[config.mk]
export PLATFORM = sky130hd
export DESIGN_NAME = quad_encoder_reader
export DESIGN_NICKNAME = d
export VERILOG_FILES = /design/src/rtl/quad_encoder_reader.sv
export SDC_FILE = /design/constraint.sdc
export NUM_CORES = 1
export LEC_CHECK = 0
export CAP_MARGIN = 25
export CORE_MARGIN = 1.5
export CORE_UTILIZATION = 40
export DETAILED_ROUTE_END_ITERATION = 12
export DONT_BUFFER_PORTS = 1
export GPL_ROUTABILITY_DRIVEN = 0
export PLACE_DENSITY_LB_ADDON = 0.3
export SLEW_MARGIN = 40
export SYNTH_ARGS = -nofsm -noshare
export SYNTH_HDL_FRONTEND = slang
export SYNTH_SLANG_ARGS = --single-unit
[constraint.sdc]
create_clock -name clk -period 3 [get_ports clk]
set_clock_uncertainty 0.05 [all_clocks]
set_input_delay 0.6 -clock clk [delete_from_list [all_inputs] [get_ports clk]]
set_output_delay 0.6 -clock clk [all_outputs]
set_load 0.02 [all_outputs]
[src/rtl/quad_encoder_reader.sv]
// quad_encoder_reader
//   Reads the motor's quadrature encoder and reports signed position,
//   last step direction and a windowed speed figure. This is the feedback
//   half of the L298N driver loop.
//   Pipeline: 2-FF synchronizer -> per-channel glitch filter -> quadrature
//   decoder -> position counter, plus an independent speed window.
//
// Ports
//   clk         system clock
//   rst         asynchronous active-high reset
//   enc_a/enc_b encoder channels, asynchronous to clk
//   clr         synchronous clear of position and err
//   position    signed x4 quadrature count, wraps modulo 2^COUNT_W
//   dir         last valid step direction, 1 = forward (A leads B)
//   step        one-cycle pulse per accepted valid transition
//   speed       valid steps counted in the last completed window (saturating)
//   speed_valid one-cycle pulse when speed updates
//   err         sticky flag, set when both channels change together
module quad_encoder_reader #(
   parameter int COUNT_W    = 16,
   parameter int FILTER_LEN = 4,
   parameter int SPEED_WIN  = 100000,
   parameter int SPEED_W    = 16
) (
   input  logic               clk,
   input  logic               rst,
   input  logic               enc_a,
   input  logic               enc_b,
   input  logic               clr,
   output logic [COUNT_W-1:0] position,
   output logic               dir,
   output logic               step,
   output logic [SPEED_W-1:0] speed,
   output logic               speed_valid,
   output logic               err
);

   localparam int FCNT_W       = $clog2(FILTER_LEN + 1);
   localparam int PRIME_CYCLES = 2 + FILTER_LEN;
   localparam int PCNT_W       = $clog2(PRIME_CYCLES + 1);
   localparam int WIN_W        = $clog2(SPEED_WIN);

   localparam logic [FCNT_W-1:0]  FILT_LAST  = FCNT_W'(FILTER_LEN - 1);
   localparam logic [PCNT_W-1:0]  PRIME_LAST = PCNT_W'(PRIME_CYCLES - 1);
   localparam logic [WIN_W-1:0]   WIN_LAST   = WIN_W'(SPEED_WIN - 1);
   localparam logic [SPEED_W-1:0] SPEED_MAX  = '1;

   // Channel pairs are packed as {a, b} throughout.
   logic [1:0]             meta;
   logic [1:0]             sync;
   logic [1:0]             filt;
   logic [1:0]             prev;
   logic [1:0][FCNT_W-1:0] fcnt;
   logic [PCNT_W-1:0]      prime_cnt;
   logic                   primed;
   logic                   fwd;
   logic                   rev;
   logic                   bad;
   logic                   edge_inc;
   logic [WIN_W-1:0]       win_cnt;
   logic [SPEED_W-1:0]     edge_cnt;

   always_ff @(posedge clk or posedge rst) begin
      if (rst) begin
         meta <= '0;
         sync <= '0;
      end else begin
         meta <= {enc_a, enc_b};
         sync <= meta;
      end
   end

   // Priming waits until the synchronizer holds real pin values, then the
   // filter adopts them wholesale so a resting nonzero state is not decoded.
   always_ff @(posedge clk or posedge rst) begin
      if (rst) begin
         prime_cnt <= '0;
         primed    <= 1'b0;
      end else if (!primed) begin
         if (prime_cnt == PRIME_LAST) begin
            primed <= 1'b1;
         end else begin
            prime_cnt <= prime_cnt + 1'b1;
         end
      end
   end

   // Each channel only moves after its synced value has disagreed for
   // FILTER_LEN consecutive cycles; any agreement restarts the count.
   always_ff @(posedge clk or posedge rst) begin
      if (rst) begin
         filt <= '0;
         fcnt <= '0;
      end else if (!primed) begin
         fcnt <= '0;
         if (prime_cnt == PRIME_LAST) begin
            filt <= sync;
         end
      end else begin
         for (int i = 0; i < 2; i++) begin
            if (sync[i] != filt[i]) begin
               if (fcnt[i] == FILT_LAST) begin
                  filt[i] <= sync[i];
                  fcnt[i] <= '0;
               end else begin
                  fcnt[i] <= fcnt[i] + 1'b1;
               end
            end else begin
               fcnt[i] <= '0;
            end
         end
      end
   end

   // While unprimed prev tracks sync so that it equals filt at the priming
   // load and the first decoded cycle sees no change.
   always_ff @(posedge clk or posedge rst) begin
      if (rst) begin
         prev <= '0;
      end else if (!primed) begin
         prev <= sync;
      end else begin
         prev <= filt;
      end
   end

   // Forward order is 00->10->11->01->00, i.e. next = {~b, a}.
   always_comb begin
      fwd = 1'b0;
      rev = 1'b0;
      bad = 1'b0;
      if (primed && (prev != filt)) begin
         if ((prev ^ filt) == 2'b11) begin
            bad = 1'b1;
         end else if (filt == {~prev[0], prev[1]}) begin
            fwd = 1'b1;
         end else begin
            rev = 1'b1;
         end
      end
   end

   // clr beats a simultaneous step for position, but step and dir still update.
   always_ff @(posedge clk or posedge rst) begin
      if (rst) begin
         step     <= 1'b0;
         dir      <= 1'b0;
         position <= '0;
         err      <= 1'b0;
      end else begin
         step <= fwd | rev;
         if (fwd | rev) begin
            dir <= fwd;
         end
         if (clr) begin
            position <= '0;
         end else if (fwd) begin
            position <= position + 1'b1;
         end else if (rev) begin
            position <= position - 1'b1;
         end
         if (clr) begin
            err <= 1'b0;
         end else if (bad) begin
            err <= 1'b1;
         end
      end
   end

   assign edge_inc = step && (edge_cnt != SPEED_MAX);

   // A step pulse landing in the window's last cycle still belongs to that
   // window, so it is folded into the published speed value.
   always_ff @(posedge clk or posedge rst) begin
      if (rst) begin
         win_cnt     <= '0;
         edge_cnt    <= '0;
         speed       <= '0;
         speed_valid <= 1'b0;
      end else begin
         speed_valid <= 1'b0;
         if (win_cnt == WIN_LAST) begin
            win_cnt     <= '0;
            edge_cnt    <= '0;
            speed       <= edge_inc ? edge_cnt + 1'b1 : edge_cnt;
            speed_valid <= 1'b1;
         end else begin
            win_cnt <= win_cnt + 1'b1;
            if (edge_inc) begin
               edge_cnt <= edge_cnt + 1'b1;
            end
         end
      end
   end

endmodule

==> reports/results.tsv, run 1 <==
metric	value	unit
Final Total Pwr	5.60	mW
endpoints failing setup	0	
leading post-synthesis cells by cell area	dfrtp_1 50%, ha_1 6.3%, nand2_1 5.7%	
syn nets	469	
r2r endpoint	position[15]$_DFFE_PP0P_	
first-pass GRT wire length	14.1	mm
Final nets	475	
pwr dens	1180	mW/mm^2
Max clock buf depth	2	
reg2reg path depth	10	
# fillers	998	
post_cts resized	0	
post-synthesis mux area share	2.44	%
initial antenna violation count	0	
max incr delay on CP	0.45	ns
register area share after synthesis	50.0	%
synthesized cell area	0.00435	mm^2
Worst Setup EP	position[15]$_DFFE_PP0P_	
initial DRC count	173	
Diodes inserted	0	
vias in the first global route	3043	
Starting Density	41.8	%
buffers added on ports	0	
area share of and/or/nand/nor cells after synthesis	18.5	%
Async S/R FF share, synth	100	%
# DRC	0	
xor-xnor portion of the synthesized cell area	9.06	%
Compound-Gate Fraction of Synth Area	11.1	%
Final Hold Fails	0	
clock sink total	87	
Mapped Cells	441	
sequential standard cell area	0.00218	mm^2
Setup crit start	filt[0]$_DFFE_PP0P_	
slowest stage cell, crit path	dfrtp_1	
Setup Buffers After CTS	0	
switching part of the total power	45.2	%
DRT antenna net count	0	
R2R Setup Slk	0.24	ns
clock network power share	14.8	%
arrival time worst endpoint	2.97	ns
unrepaired setup endpoints after global routing	no	
largest family of logic cells by synthesized area	simple AND/OR/NAND/NOR gates	
final max-slew violation count	0	
min-delay worst type	in -> async	
fin util	45.4	%
area occupied by multi-input gates	0.00208	mm^2
Mean Syn Cell Area	9.86	um^2
share of cells above drive strength 1	7.74	%
floorplan row count	37	
TritonCTS buffer count	9	
CP Cell Sequence	xnor2_1 > nand3_1 > buf_4 > ha_1 > nand4_1 > a21oi_1 > o21ai_0 > o21ai_0 > mux2i_1 > mux2_2	
Period Utilization, post-route	91.9	%
Final Cell Area	0.00473	mm^2
die footprint	0.0115	mm^2
synthesis-stage register bit count	87	
R2R Path Start	filt[0]$_DFFE_PP0P_	
leakage	2.16	nW
CTS tree	yes	
Root Driver	clkbuf_8	
vias	3070	
Chip Height	107	um
Logic pwr share	55.2	%
all-layer global routing usage	15.7	%
DPL Wire Length	5.95	mm
Req. time, crit path	3.21	ns
Fmax	363	MHz
H-tree levels	3	
Area Growth Syn to Fin	8.74	%
CP max FO	20	
Post-synth EDFFs	0	
Synth Flop Type	dfrtp_1	
most common cell in the netlist	dfrtp_1	
largest net degree at the start of global routing	36	
CTS Hold Bufs	0	
Setup WS pre-CTS	0.233	ns
setup TNS	0	ns
Clock Latency Late Sink	0.37	ns
synth cell count leaders	87 x dfrtp_1, 66 x nand2_1, 48 x nor2_1	
peak supply drop	0.608	mV
Die Wd	107	um
WS Path Type	reg -> reg	
Wirelength per Cell	13.9	um
YS warnings	0	
total gr overflow	0	
Avg Vias per Cell	5.22	
run status	finished clean	
Post-DP Area	0.00453	mm^2
area leader, netlist	dfrtp_1	
Max-cap violations	0	
post-synthesis cell type count	45	
Cell Int Power	3.07	mW
family with the most delay on the worst path	compound AO/OA/AOI/OAI gates	
relative slew slack	59.3	%
Most common cell on crit path	o21ai_0	
min cycle time layout	2.76	ns
top-area cell type share of the netlist area	50.0	%
net load switching power	2.53	mW
Buf+Inv Stages, Crit Path	1	
Post-Route WL	8.19	mm
Tightest Pin Transition	0.610	ns
core area	0.0104	mm^2
Pre-Repair DR Iteration Count	4	
clock slew at reported path FFs	0.09	ns
Synth Area in Adders	6.79	%
Ports	41	
critical path depth	10	
Critical Path Source Type	register	
Final WS setup	0.244	ns
Seq pwr share	30.1	%
Critical Path End Type	register	
-- state kept, by name (all words and copies together), names as in the netlist --
register     cells
dir              1
meta             2
speed           16
speed_valid      1
err              1
prime_cnt        3
prev             2
position        16
filt             2
step             1
win_cnt         17
primed           1
edge_cnt        16
sync             2
fcnt             6
-- worst reg2reg max path, cell delays in order, from the launching register on --
cell     delay [ns]
dfrtp_1        0.45
xnor2_1        0.18
nand3_1        0.09
buf_4          0.22
ha_1           0.42
nand4_1        0.10
a21oi_1        0.19
o21ai_0        0.14
o21ai_0        0.24
mux2i_1        0.22
mux2_2         0.35
-- layer usage --
metal	routed length, um	part of all wire (%)	vias up	track usage, %
li1	-	-	1529	-
met1	3960	48	1478	19.9
met2	3680	45	50	24.5
met3	395	4.8	13	4.96
met4	155	1.9	0	7.14
met5	0	0	-	0
-- layout by cell type, fill, tap and decap left out, types with 2 or more instances in the layout --
master     n
dfrtp_1   87
nand2_1   66
nor2_1    48
a21oi_1   30
o21ai_0   24
xor2_1    23
xnor2_1   22
ha_1      22
nand3_1   13
and3_1    10
clkbuf_8   9
inv_1      8
nand4_1    8
nor3_1     8
nor2b_1    6
buf_4      6
mux2_2     5
a21o_1     5
mux2i_1    5
a22o_1     4
nor3b_1    4
o21ai_1    3
and4_1     3
nand2b_1   2
a21boi_0   2
o211ai_1   2
clkinv_2   2
clkinv_4   2
-- how the worst min path moves through the flow --
stage | startpoint | end | cells after the start
3_5_place_dp | meta[0]$_DFF_PP0_ | sync[0]$_DFF_PP0_ | 0
2_1_floorplan | meta[0]$_DFF_PP0_ | sync[0]$_DFF_PP0_ | 0
4_1_cts | rst | position[10]$_DFFE_PP0P_ | 1
6_report | rst | position[12]$_DFFE_PP0P_ | 1
3_3_place_gp | meta[0]$_DFF_PP0_ | sync[0]$_DFF_PP0_ | 0
5_1_grt | rst | position[10]$_DFFE_PP0P_ | 1
-- layout make-up --
| type | instances | share of cell area (%) |
|---|---|---|
| inverter | 10 | 0.820 |
| tap | 136 | 3.60 |
| timing repair buffer | 7 | 1.38 |
| clock inverter | 6 | 1.45 |
| multi-input combinational | 332 | 44.0 |
| sequential | 87 | 46.0 |
| clock buffer | 10 | 2.70 |
-- cells by family after synthesis --
logic type      Yosys count
xor+xnor                 45
fa+ha+maj                23
flops                    87
mux                      10
compound gates           80
simple gates            174
buf+inv                  22
-- through the flow --
stage | cells | hold WS [ns]
after floorplan | 441 | 0.281
after global placement | 572 | 0.289
after detailed placement | 572 | 0.289
after CTS | 588 | 0.121
after global routing | 588 | 0.149
final | 588 | 0.105
-- power groups by stage --
stage / logic [mW] / registers (mW) / clock network (mW)
after global routing: 3.51 / 1.72 / 0.904
after floorplan: 2.51 / 1.65 / 0
after detailed placement: 3.10 / 1.71 / 0
final: 3.09 / 1.68 / 0.827
after CTS: 3.11 / 1.69 / 0.853
after global placement: 3.03 / 1.71 / 0
Note: power is estimated with default switching activity, not from simulation.
==> run 2: changes to the inputs <==
- SLEW_MARGIN: 40 -> not set
==> results of run 2 <==
The final DEF is identical to that of run 1; final timing and power are the same.
==> RTL change 1 (settings of run 1) <==
Set the parameter `COUNT_W` to 32 (it was 16).
--- a/src/rtl/quad_encoder_reader.sv
+++ b/src/rtl/quad_encoder_reader.sv
@@ -17,7 +17,7 @@
 //   speed_valid one-cycle pulse when speed updates
 //   err         sticky flag, set when both channels change together
 module quad_encoder_reader #(
-   parameter int COUNT_W    = 16,
+   parameter int COUNT_W    = 32,
    parameter int FILTER_LEN = 4,
    parameter int SPEED_WIN  = 100000,
    parameter int SPEED_W    = 16
Ports: changed (resized position); port bits go from 41 to 57. The function was not compared with the original's and may differ.
==> RTL change 1 against run 1 <==
  * The run now ends with setup timing left
  * Global-route usage is 1.8 points higher
  * Area after synthesis is 37% higher
  * Via count is 50% higher
  * Utilization is 3.5 points higher
  * Sequential cell count is 16 higher
  * Fmax is 8.9% lower
  * Hold slack worse by 0.061 ns
  * Routed wire length is 61% higher
  * Setup slack worse by 0.27 ns
  * Design area is 50% higher
  * Critical path depth is 2 higher
  * Critical endpoint is now position[31]$_DFFE_PP0P_
  * Largest cell class is now multi-input combinational cells
Power is not shown: default switching activity piles up to over one toggle a cycle in this logic, so the estimate is an artifact.
==> RTL change 1: results (changes against run 1) <==
* Top cells by area, synth: dfrtp_1 (43%), ha_1 (9.0%), a21oi_1 (6.4%)
* Final setup vio count at 1 (+1)
* # H-tree levels at 3 (unchanged)
* Outcome: complete, but fails checks
* Initial DRC count at 274 (+58%)
* Clock-cell share at 3.82% (-0.33 points)
* Vias at 4,608 (+50%)
* Worst Hold Slack at 0.0435 ns (-0.0612 ns)
* Number of sequential cells at 103 (+18%)
* PostCTS Resize Cnt at 11 (+11)
* Fraction of area in multi-input gates at 50.0% (+6.0 points)
* Share of cells above drive strength 1 at 19.0% (+11 points)
* GRT Overall Usage at 17.5% (+1.8 points)
* Cell count after placement at 839 (+47%)
* Most frequent cells after synthesis: dfrtp_1 (103), a21oi_1 (76), nand2_1 (75)
* Inverters at 13 (+3)
* Fin area at 7100 µm² (+50%)
* Worst reg2reg path endpoint: position[31]$_DFFE_PP0P_
* Worst-path fanout max at 15 (-25%)
* Seq area share at 36.3% (-9.7 points)
* Avg WL per Cell at 15.3 µm (+10%)
* CP peak stage delay at 0.42 ns (-0.03 ns)
* #MultiIn Comb at 496 (+49%)
* Syn Area/Cell at 9.43 µm² (-4.4%)
* Post-CTS setup buffers at 1 (+1)
* Largest net degree at the start of global routing at 45 (+25%)
* Post-synthesis cell type count at 58 (+29%)
* Post-Syn Nets at 681 (+45%)
* F_max at 331 MHz (-8.9%)
* Clk_lat worst skew at 0.35 ns (-0.02 ns)
* Failing checks: setup timing
* Routed vias/inst at 5.36 (+2.7%)
* Root buffer cell: clkbuf_16
* Setup_tns at -0.0245 ns (-0.0245 ns)
* Taps Inserted at 184 (+35%)
* Buffering overhead at 5.88% (+4.5 points)
* Worst slew margin at 59.2% (-0.11 points)
* First-pass GRT wire length at 22,700 µm (+61%)
* Setup ws final at -0.0245 ns (-0.268 ns)
* Seq/Total Area, Yosys at 43.2% (-6.8 points)
* # nets final at 721 (+52%)
* Reg2reg path depth at 12 (+2)
* Placed instance area at 6520 µm² (+44%)
-- RTL change 1: cell types whose count changed after synthesis, sizes merged, moves of 5 or more --
cell           run 1  this run
a21oi             30        78
ha                22        43
nor2              48        69
dfrtp             87       103
a21o               5        18
xor2              23        33
nand2             67        75
nand3b             0         8
buf                5        12
o211ai             2         8
or3                1         6
-- RTL change 1: cells by family (layout without fill, tap and decap cells) --
logic type / Yosys count / after routing / synth area share (%)
flip-flops: 103 / 103 / 43.2
AND/OR/NAND/NOR: 232 / 232 / 18.6
adder cells (fa/ha/maj): 44 / 44 / 9.36
buffers and inverters: 33 / 76 / 2.60
multiplexers: 6 / 6 / 1.11
XOR/XNOR: 56 / 56 / 8.23
AO/OA/AOI/OAI: 158 / 158 / 16.9
-- RTL change 1: routing by layer --
layer | GRT usage (%) | vias to the layer above | share of wire [%]
met3 | 4.28 | 19 | 4.2
met2 | 31.1 | 90 | 50
met4 | 4.55 | 0 | 1.6
met1 | 21.4 | 2199 | 44
li1 | - | 2300 | -
met5 | 0 | - | 0
==> RTL change 2 (flow settings as in run 1) <==
Without the edit above. Add an input register stage for `enc_a`, `enc_b` and `clr`, without a reset; this delays them by one clock.
--- a/src/rtl/quad_encoder_reader.sv
+++ b/src/rtl/quad_encoder_reader.sv
@@ -45,6 +45,16 @@
    localparam logic [WIN_W-1:0]   WIN_LAST   = WIN_W'(SPEED_WIN - 1);
    localparam logic [SPEED_W-1:0] SPEED_MAX  = '1;
 
+   logic enc_a_q;
+   logic enc_b_q;
+   logic clr_q;
+
+   always_ff @(posedge clk) begin
+      enc_a_q <= enc_a;
+      enc_b_q <= enc_b;
+      clr_q   <= clr;
+   end
+
    // Channel pairs are packed as {a, b} throughout.
    logic [1:0]             meta;
    logic [1:0]             sync;
@@ -65,7 +75,7 @@
          meta <= '0;
          sync <= '0;
       end else begin
-         meta <= {enc_a, enc_b};
+         meta <= {enc_a_q, enc_b_q};
          sync <= meta;
       end
    end
@@ -152,14 +162,14 @@
          if (fwd | rev) begin
             dir <= fwd;
          end
-         if (clr) begin
+         if (clr_q) begin
             position <= '0;
          end else if (fwd) begin
             position <= position + 1'b1;
          end else if (rev) begin
             position <= position - 1'b1;
          end
-         if (clr) begin
+         if (clr_q) begin
             err <= 1'b0;
          end else if (bad) begin
             err <= 1'b1;
Function: same outputs for any inputs over 10 cycles, from zero or initial values and one cycle with rst high; that may be too few to reach the edited logic, so the function may still have changed.
==> RTL change 2 against run 1 <==
  * Setup slack worse by 0.11 ns
  * Area after synthesis up 1.9%
  * Sequential cell count rose by 3
  * Critical endpoint is now position[9]$_DFFE_PP0P_
  * Design area grew 2.7%
  * Highest routed layer unchanged
  * Routed wire length increased by 2.7%
  * First-iteration DRC count grew 20%
  * Sequential power rose by 3%
  * Via count rose by 1.8%
  * Die area rose by 1.8%
  * Total power grew 3.6%
  * Utilization down 0.60 points
  * Largest power group unchanged
  * Count of clock-buffer cells in the layout is 1 higher
==> RTL change 2: results (changes against run 1) <==
* Largest net degree at the start of global routing at 49 (+36%)
* Root buffer cell: clkbuf_8
* # hold bufs at CTS at 0 (unchanged)
* Clk slew on worst S/H paths at 0.09 ns (about the same)
* Clock tree buffer depth at 2 (unchanged)
* Post-synthesis cell type count at 49 (+8.9%)
* Final wirelength at 8410 µm (+2.7%)
* Actual slew at the worst max-slew pin at 0.669 ns (+0.0595 ns)
* Clk_lat worst skew at 0.36 ns
* PostCTS Resize Cnt at 0 (unchanged)
* DR pass1 iterations at 4 (unchanged)
* GRT Overall Usage at 15.5% (-0.24 points)
* Compound-gate portion of the synthesized area at 11.9% (+0.81 points)
* Leak pwr at 2.24 nW (+3.7%)
* Post-Syn Nets at 471 (+0.43%)
* Outcome: finished clean
* HPWL after DPL at 5790 µm (-2.7%)
* Top cells by area, synth: dfrtp_1 (49%), ha_1 (6.2%), a21oi_1 (4.9%)
* Ys async rst share at 96.7% (-3.3 points)
* # H-tree levels at 3 (unchanged)
* Initial DRC count at 208 (+20%)
* Vias in the first global route at 3,083 (+1.3%)
* Most frequent cells after synthesis: dfrtp_1 (87), nor2_1 (56), a21oi_1 (43)
* N_diodes at 0 (unchanged)
* Register name with the most flops: win_cnt
* Routed vias/inst at 5.27 (+0.93%)
* Num CTS Buffers at 9 (unchanged)
* Synth Area in Adders at 6.66% (-0.13 points)
* XOR/XNOR Fraction of Synth Area at 9.29% (+0.23 points)
* Hold Path Class: primary input to asynchronous set/reset pin
* Seq/Total Area, Yosys at 50.5% (+0.42 points)
* Pre-CTS WS at 0.0207 ns (-0.213 ns)
* # nets final at 476 (+0.21%)
* Yosys warns at 0 (unchanged)
* First-pass GRT wire length at 14,300 µm (+1.0%)
* Max FFs per register at 17 (unchanged)
* Worst-path fanout max at 9 (-55%)
* Fill count at 1,042 (+4.4%)
* VDD IR-drop max at 0.636 mV (+4.6%)
* Post-CTS setup buffers at 0 (unchanged)
* WP data arrival at 3.07 ns (+0.10 ns)
* Port bufs at 0 (unchanged)
* Mux cell area share after synthesis at 1.95% (-0.50 points)
* Placed instance area at 4640 µm² (+2.3%)
* Initial antenna violation count at 0 (unchanged)
* Share of cells above drive strength 1 at 9.27% (+1.5 points)
-- RTL change 2: cell types whose count changed in the layout (fill, tap and decap cells not counted), moves of 4 or more --
cell / delta
a21oi_1: +12
a22o_1: -4
inv_1: +5
nand2_1: -27
nand3b_1: +4
nor2_1: +8
o21ai_0: -8
-- RTL change 2: cell families (layout without fill, tap and decap cells) --
kind of cell | Yosys count | after routing
multiplexers | 8 | 8
buffers and inverters | 28 | 38
XOR/XNOR | 47 | 47
AND/OR/NAND/NOR | 159 | 159
flip-flops | 90 | 90
AO/OA/AOI/OAI | 88 | 88
adder cells (fa/ha/maj) | 23 | 23
-- RTL change 2: worst paths after layout --
path,from,to,slack [ns],cells after the start
min in group clk,enc_b,enc_b_q$_DFF_P_,0.21,0
worst min-delay path,rst,position[2]$_DFFE_PP0P_,0.10,1
worst min register to register,enc_b_q$_DFF_P_,meta[0]$_DFF_PP0_,0.28,0
worst max register to register,filt[0]$_DFFE_PP0P_,position[9]$_DFFE_PP0P_,0.13,10
worst max-delay path,filt[0]$_DFFE_PP0P_,position[9]$_DFFE_PP0P_,0.13,10
max in group asynchronous,rst,win_cnt[0]$_DFF_PP0_,2.16,2
-- RTL change 2: stage by stage --
step / utilization (%) / instances
after floorplan: - / 443
after global placement: 42.8 / 577
after detailed placement: 42.8 / 577
after CTS: 44.4 / 593
after global routing: 44.8 / 593
final: 44.8 / 593
-- RTL change 2: critical path: stages, from the launching register on --
cell      delay [ns]
dfrtp_1         0.42
xnor2_2         0.25
nand3_4         0.18
ha_1            0.33
a211o_1         0.28
a211oi_1        0.32
a211oi_2        0.12
buf_4           0.15
o21a_1          0.17
o311a_1         0.29
a32o_1          0.21
-- RTL change 2: area by class of cell --
| class | instances | area (µm²) | share of cell area (%) |
|---|---|---|---|
| sequential | 90 | 2240 | 46.0 |
| multi-input combinational | 325 | 2130 | 43.8 |
| tap | 140 | 175 | 3.61 |
| clock buffer | 11 | 141 | 2.91 |
| timing repair buffer | 8 | 85.1 | 1.75 |
| inverter | 14 | 55.1 | 1.13 |
| clock inverter | 5 | 36.3 | 0.747 |
-- RTL change 2: power breakdown --
group,switching [mW],internal (mW),total [mW]
registers,0.300,1.43,1.73
clock network,0.444,0.331,0.774
logic,1.92,1.38,3.30
-- RTL change 2: routing by layer --
metal / track usage [%] / share of wire [%]
met2: 26.5 / 49
met1: 18.8 / 46
met5: 0 / 0
met4: 5.26 / 1.3
met3: 4.28 / 3.8
